<file path="config.mk">
export PLATFORM = sky130hd
export DESIGN_NAME = waveform_loader_flat
export DESIGN_NICKNAME = d
export VERILOG_FILES = /design/src/rtl/waveform_loader_if.sv /design/src/rtl/waveform_loader.sv /design/src/flat_wrapper.sv
export SDC_FILE = /design/constraint.sdc
export NUM_CORES = 1
export LEC_CHECK = 0
export ABC_AREA = 1
export BUFFER_PORTS_ARGS = -buffer_cell sky130_fd_sc_hd__buf_2
export CAP_MARGIN = 20
export CORE_ASPECT_RATIO = 1.4
export CORE_MARGIN = 2
export CORE_UTILIZATION = 30
export DETAILED_ROUTE_END_ITERATION = 10
export MAX_ROUTING_LAYER = met4
export REMOVE_ABC_BUFFERS = 1
export SYNTH_ARGS = -nofsm -noshare
export SYNTH_HDL_FRONTEND = slang
export SYNTH_SLANG_ARGS = --single-unit
</file>
<file path="constraint.sdc">
create_clock -name clk -period 1.6 [get_ports clk]
set_clock_uncertainty 0.2 [all_clocks]
set_input_delay 0.16 -clock clk [delete_from_list [all_inputs] [get_ports clk]]
set_output_delay 0.16 -clock clk [all_outputs]
set_load 0.01 [all_outputs]
</file>
<file path="src/rtl/waveform_loader_if.sv">
// Stream and BRAM write-port bundle for the waveform loader.
//
// Signals:
//   s_data / s_valid / s_last  sample stream from the source
//   s_ready                    loader accepts a sample this cycle
//   bram_we / bram_addr / bram_din  BRAM port A write signals
//
// Modports:
//   slave  - loader view (consumes the stream, drives BRAM port A)
//   master - environment view (drives the stream, observes BRAM port A)
interface waveform_loader_if #(
  parameter int ADDR_WIDTH = 8,
  parameter int DATA_WIDTH = 8
) ();

  logic [DATA_WIDTH-1:0] s_data;
  logic                  s_valid;
  logic                  s_last;
  logic                  s_ready;

  logic                  bram_we;
  logic [ADDR_WIDTH-1:0] bram_addr;
  logic [DATA_WIDTH-1:0] bram_din;

  modport slave (
    input  s_data,
    input  s_valid,
    input  s_last,
    output s_ready,
    output bram_we,
    output bram_addr,
    output bram_din
  );

  modport master (
    output s_data,
    output s_valid,
    output s_last,
    input  s_ready,
    input  bram_we,
    input  bram_addr,
    input  bram_din
  );

endinterface

</file>
<file path="src/rtl/waveform_loader.sv">
// Loads one complete waveform table (DEPTH = 2**ADDR_WIDTH samples) from a
// valid/ready sample stream into BRAM port A, and reports whether the table
// is clean and full so playback can be enabled only on a good table.
//
// Ports:
//   clk          system clock
//   rst_n        asynchronous active-low reset
//   start        pulse, begins a load (only honoured in IDLE)
//   abort        pulse, cancels an in-progress load (only honoured in LOAD)
//   bus          stream input + BRAM port A output (waveform_loader_if.slave)
//   busy         high while loading
//   done         one-cycle pulse when a load finishes (clean or errored)
//   table_valid  clean full table present; cleared by start
//   err_short    sticky, s_last seen before the final address
//   err_long     sticky, final address written without s_last
//
// state | meaning
// ------+--------------------------------------------------------------
// IDLE  | waiting for start; stream not accepted
// LOAD  | accepting samples, writing BRAM at wr_ptr
// DONE  | one-cycle completion state, drives done; returns to IDLE
module waveform_loader #(
  parameter int ADDR_WIDTH = 8,
  parameter int DATA_WIDTH = 8
) (
  input  logic                    clk,
  input  logic                    rst_n,
  input  logic                    start,
  input  logic                    abort,
  waveform_loader_if.slave        bus,
  output logic                    busy,
  output logic                    done,
  output logic                    table_valid,
  output logic                    err_short,
  output logic                    err_long
);

  typedef enum logic [1:0] {
    ST_IDLE = 2'd0,
    ST_LOAD = 2'd1,
    ST_DONE = 2'd2
  } state_t;

  localparam logic [ADDR_WIDTH-1:0] LAST_ADDR = '1;

  state_t                state;
  state_t                state_nxt;
  logic [ADDR_WIDTH-1:0] wr_ptr;
  logic                  s_ready_int;
  logic                  xfer;
  logic                  at_last_addr;
  logic                  load_start;
  logic                  bram_we_q;
  logic [ADDR_WIDTH-1:0] bram_addr_q;
  logic [DATA_WIDTH-1:0] bram_din_q;

  // s_ready already excludes abort, so an aborting cycle never transfers.
  assign xfer         = bus.s_valid && s_ready_int;
  assign at_last_addr = (wr_ptr == LAST_ADDR);
  assign load_start   = (state == ST_IDLE) && start;

  // State register
  always_ff @(posedge clk or negedge rst_n) begin
    if (!rst_n) begin
      state <= ST_IDLE;
    end else begin
      state <= state_nxt;
    end
  end

  // Next-state logic
  always_comb begin
    state_nxt = state;
    case (state)
      ST_IDLE: begin
        if (start) begin
          state_nxt = ST_LOAD;
        end
      end
      ST_LOAD: begin
        if (abort) begin
          state_nxt = ST_IDLE;
        end else if (xfer && (at_last_addr || bus.s_last)) begin
          state_nxt = ST_DONE;
        end
      end
      ST_DONE: begin
        state_nxt = ST_IDLE;
      end
      default: begin
        state_nxt = ST_IDLE;
      end
    endcase
  end

  // Output decode; busy/done come straight from the state register.
  always_comb begin
    busy        = 1'b0;
    done        = 1'b0;
    s_ready_int = 1'b0;
    case (state)
      ST_LOAD: begin
        busy        = 1'b1;
        s_ready_int = !abort;
      end
      ST_DONE: begin
        done = 1'b1;
      end
      default: begin
        busy        = 1'b0;
      end
    endcase
  end

  // Write pointer and BRAM port A registers. Address and data hold their
  // last value when no sample is taken; only we drops.
  always_ff @(posedge clk or negedge rst_n) begin
    if (!rst_n) begin
      wr_ptr      <= '0;
      bram_we_q   <= 1'b0;
      bram_addr_q <= '0;
      bram_din_q  <= '0;
    end else begin
      bram_we_q <= xfer;
      if (load_start) begin
        wr_ptr <= '0;
      end else if (xfer) begin
        wr_ptr      <= wr_ptr + ADDR_WIDTH'(1);
        bram_addr_q <= wr_ptr;
        bram_din_q  <= bus.s_data;
      end
    end
  end

  // Table status flags, cleared only by an accepted start or reset.
  always_ff @(posedge clk or negedge rst_n) begin
    if (!rst_n) begin
      table_valid <= 1'b0;
      err_short   <= 1'b0;
      err_long    <= 1'b0;
    end else if (load_start) begin
      table_valid <= 1'b0;
      err_short   <= 1'b0;
      err_long    <= 1'b0;
    end else if (xfer) begin
      if (at_last_addr) begin
        if (bus.s_last) begin
          table_valid <= 1'b1;
        end else begin
          err_long <= 1'b1;
        end
      end else if (bus.s_last) begin
        err_short <= 1'b1;
      end
    end
  end

  assign bus.s_ready   = s_ready_int;
  assign bus.bram_we   = bram_we_q;
  assign bus.bram_addr = bram_addr_q;
  assign bus.bram_din  = bram_din_q;

endmodule
</file>
<file path="src/flat_wrapper.sv">
// flat-port wrapper written by rule: the top's interface ports become plain ports
module waveform_loader_flat 
#(
  parameter int ADDR_WIDTH = 8,
  parameter int DATA_WIDTH = 8
)
  (clk, rst_n, start, abort, busy, done, table_valid, err_short, err_long, bus_s_data, bus_s_valid, bus_s_last, bus_s_ready, bus_bram_we, bus_bram_addr, bus_bram_din);
  waveform_loader_if #(.ADDR_WIDTH(ADDR_WIDTH), .DATA_WIDTH(DATA_WIDTH)) bus_i ();
  input  logic clk;
  input  logic rst_n;
  input  logic start;
  input  logic abort;
  output logic busy;
  output logic done;
  output logic table_valid;
  output logic err_short;
  output logic err_long;
  input wire logic [$bits(bus_i.s_data)-1:0] bus_s_data;
  input wire logic [$bits(bus_i.s_valid)-1:0] bus_s_valid;
  input wire logic [$bits(bus_i.s_last)-1:0] bus_s_last;
  output wire logic [$bits(bus_i.s_ready)-1:0] bus_s_ready;
  output wire logic [$bits(bus_i.bram_we)-1:0] bus_bram_we;
  output wire logic [$bits(bus_i.bram_addr)-1:0] bus_bram_addr;
  output wire logic [$bits(bus_i.bram_din)-1:0] bus_bram_din;
  assign bus_i.s_data = bus_s_data;
  assign bus_i.s_valid = bus_s_valid;
  assign bus_i.s_last = bus_s_last;
  assign bus_s_ready = bus_i.s_ready;
  assign bus_bram_we = bus_i.bram_we;
  assign bus_bram_addr = bus_i.bram_addr;
  assign bus_bram_din = bus_i.bram_din;
  waveform_loader #(.ADDR_WIDTH(ADDR_WIDTH), .DATA_WIDTH(DATA_WIDTH)) u_core (.clk(clk), .rst_n(rst_n), .start(start), .abort(abort), .bus(bus_i), .busy(busy), .done(done), .table_valid(table_valid), .err_short(err_short), .err_long(err_long));
endmodule
</file>
==> flow_metrics.env <==
export IMPL_wire_per_inst_um=10.7
export IMPL_fmax_mhz=651
export IMPL_dieArea_mm2=0.00512
export IMPL_status="finished, final reports clean"
export IMPL_pin_count=37
export IMPL_route_met2_wl_um=1600
export IMPL_layout_commonest_cell="nand2_1"
export IMPL_mostFrequentLayoutCells="62 x nand2_1, 36 x buf_2, 30 x dfrtp_1"
export IMPL_cts_tree="done"
export IMPL_post_dp_cell_area_mm2=0.00165
export IMPL_dpl_hpwl_um=2050
export IMPL_cp_required_ps=1570
export IMPL_reg2reg_depth=8
export IMPL_grt_max_degree=23
export IMPL_relSlewSlack_pct=72.7
export IMPL_period_needed_ps=1540
export IMPL_wl_met1_um=1270
export IMPL_drive_gt1_share_pct=29.1
export IMPL_power_leakage_nw=1.02
export IMPL_synthCells=164
export IMPL_grt_pass1_wl_um=5040
export IMPL_grt_overflow=0
export IMPL_highest_layer="met4"
export IMPL_drt_iter0_drc=48
export IMPL_slowest_delay_ps=530
export IMPL_wl_um=3040
export IMPL_cts_made_buffers=5
export IMPL_coreArea_mm2=0.00446
export IMPL_whs_path_depth=4
export IMPL_min_path_type="in2reg"
export IMPL_area_growth_pct=39.5
export IMPL_hold_violations=0
export IMPL_p_per_area_mw_per_mm2=1010
export IMPL_clk_pin_slew_ps=60
export IMPL_clkLatencyLatePin_ps=270
export IMPL_final_cell_area_mm2=0.00191
export IMPL_avgSynthCellArea_um2=8.34
export IMPL_clk_path_buf_depth=2
export IMPL_initial_core_util_pct=30.6
export IMPL_die_w_um=61.1
export IMPL_cts_root_buf="clkbuf_8"
export IMPL_cp_slowest_cell="dlygate4sd3_1"
export IMPL_tns_ps=0
export IMPL_crit_arrival_ps=1500
export IMPL_post_drt_via_cell_ratio=4.25
export IMPL_num_rows=29
export IMPL_cts_num_sinks=30
export IMPL_cp_end_kind="flip-flop"
export IMPL_layout_nets=237
export IMPL_setup_violations=0
export IMPL_utilization_pct=42.8
export IMPL_first_global_vias=1192
export IMPL_drc=0
export IMPL_first_pass_iters=4
export IMPL_worstSetupPathType="in2reg"
export IMPL_io_buffers=36
export IMPL_n_antenna_cell=0
export IMPL_ys_seq_area_share_pct=54.9
export IMPL_yosysUniqueCellTypes=19
export IMPL_crit_path_start_kind="input pin"
export IMPL_finalMaxSlewViolations=0
export IMPL_crit_chain="dlygate4sd3_1, buf_2, inv_1, nor2_4, buf_12, buf_6, buf_4, o21a_1"
export IMPL_place_gp_congestion=0.867
export IMPL_dieHeight_um=83.9
export IMPL_maxCapViolCount=0
export IMPL_antenna_found_initial=0
export IMPL_ys_ff_latch=30
export IMPL_track_usage_pct=13.3
export IMPL_wl_met3_um=112
export IMPL_clock_tree_htree_level_count=2
export IMPL_fin_crit_sh_pct=96.0
export IMPL_netlist_area_mm2=0.00137
export IMPL_path_max_fanout=8
export IMPL_tightest_slew_ps=409
export IMPL_yosys_warnings=0
export IMPL_postRouteAntennaNets=0
export IMPL_num_vias=1210
export IMPL_irDropWorstVdd_mv=0.310
-- final cells by class --
type,count,area (um^2)
flip-flops and latches,30,751
clock inverters,1,5.00
clock buffers,7,86.3
well taps,62,77.6
multi-input cells,108,522
repair buffers,55,384
inverters,22,82.6
fillers,453,2550
-- routing by layer --
| metal | GRT usage [%] | vias up |
|---|---|---|
| met2 | 21.5 | 28 |
| met4 | 6.32 | 0 |
| met1 | 14.3 | 562 |
| li1 | - | 616 |
| met3 | 3.88 | 4 |
| met5 | - | - |
-- flip-flops by register name, summed over array words and instances, names as in the netlist --
signal                cells
u_core.err_short          1
u_core.err_long           1
u_core.wr_ptr             8
u_core.bus.bram_din       8
u_core.bus.bram_addr      8
u_core.state              2
u_core.bus.bram_we        1
u_core.table_valid        1
-- metrics by stage --
stage          worst slack [ps]  std cells  power (W)  hold WS (ps)
6_report                   63.9        285    0.00193          63.6
2_1_floorplan              36.5        160    0.00111          -336
3_3_place_gp                155        262    0.00128         -92.3
4_1_cts                    25.0        282    0.00193          70.2
5_1_grt                   -32.9        285    0.00205           113
3_5_place_dp                121        262    0.00129         -81.3
-- cell usage after synthesis --
| cell type | instances | area, um^2 |
|---|---|---|
| inv_2 | 3 | 11.3 |
| o21ai_1 | 5 | 25.0 |
| ha_1 | 1 | 12.5 |
| xor2_1 | 1 | 8.76 |
| inv_1 | 19 | 71.3 |
| nand2_1 | 63 | 236 |
| buf_2 | 1 | 5.00 |
| a21oi_1 | 3 | 15.0 |
| nor2_1 | 12 | 45.0 |
| nor2_2 | 1 | 6.26 |
| dfrtp_1 | 30 | 751 |
| buf_6 | 2 | 22.5 |
| buf_4 | 1 | 7.51 |
| nor2_4 | 1 | 11.3 |
| o21a_1 | 1 | 7.51 |
| o21ai_2 | 5 | 43.8 |
| nand3_1 | 11 | 55.1 |
| nand4_1 | 2 | 12.5 |
| nand3_2 | 2 | 20.0 |
-- critical path: cells and delay by family --
kind / cells / cell delay (ps)
buf+inv: 6 / 1130
compound gates: 1 / 150
simple gates: 1 / 50
-- report_power, final --
part           total (W)  leakage, nW  internal [W]  switching [W]
Combinational   0.000403        0.571      0.000182       0.000220
Sequential      0.000916        0.400      0.000857      0.0000591
Clock           0.000611       0.0482      0.000346       0.000264
-- final timing paths --
path                                         from                 endpoint  slack (ps)
hold reg to reg            u_core.bus.bram_din[5]   u_core.bus.bram_din[5]         260
hold / removal                              start       u_core.table_valid          60
setup / recovery                      bus_s_valid  u_core.bus.bram_addr[0]          60
setup reg to reg                 u_core.wr_ptr[0]          u_core.state[0]          90
min in group asynchronous                   rst_n       u_core.table_valid         160
max in group asynchronous                   rst_n   u_core.bus.bram_din[7]         630
-- cells by family (layout without fill, tap and decap cells) --
logic type / count (synthesis) / in the layout / share of synthesized area, %
AOI/OAI and AO/OA: 14 / 14 / 6.68
and+or+nand+nor: 92 / 92 / 28.3
DFF: 30 / 30 / 54.9
adders and majority gates: 1 / 1 / 0.915
xor gates and xnor gates: 1 / 1 / 0.641
buffers and inverters: 26 / 85 / 8.60
-- what timing repair did --
action	4_1_cts	5_1_grt
endpoints found under the hold margin	42	0
gates resized for setup	0	9
setup buffers	0	3
hold buffers	12	0
setup endpoints to repair	0	10
Power figures use the tool's default switching activity.
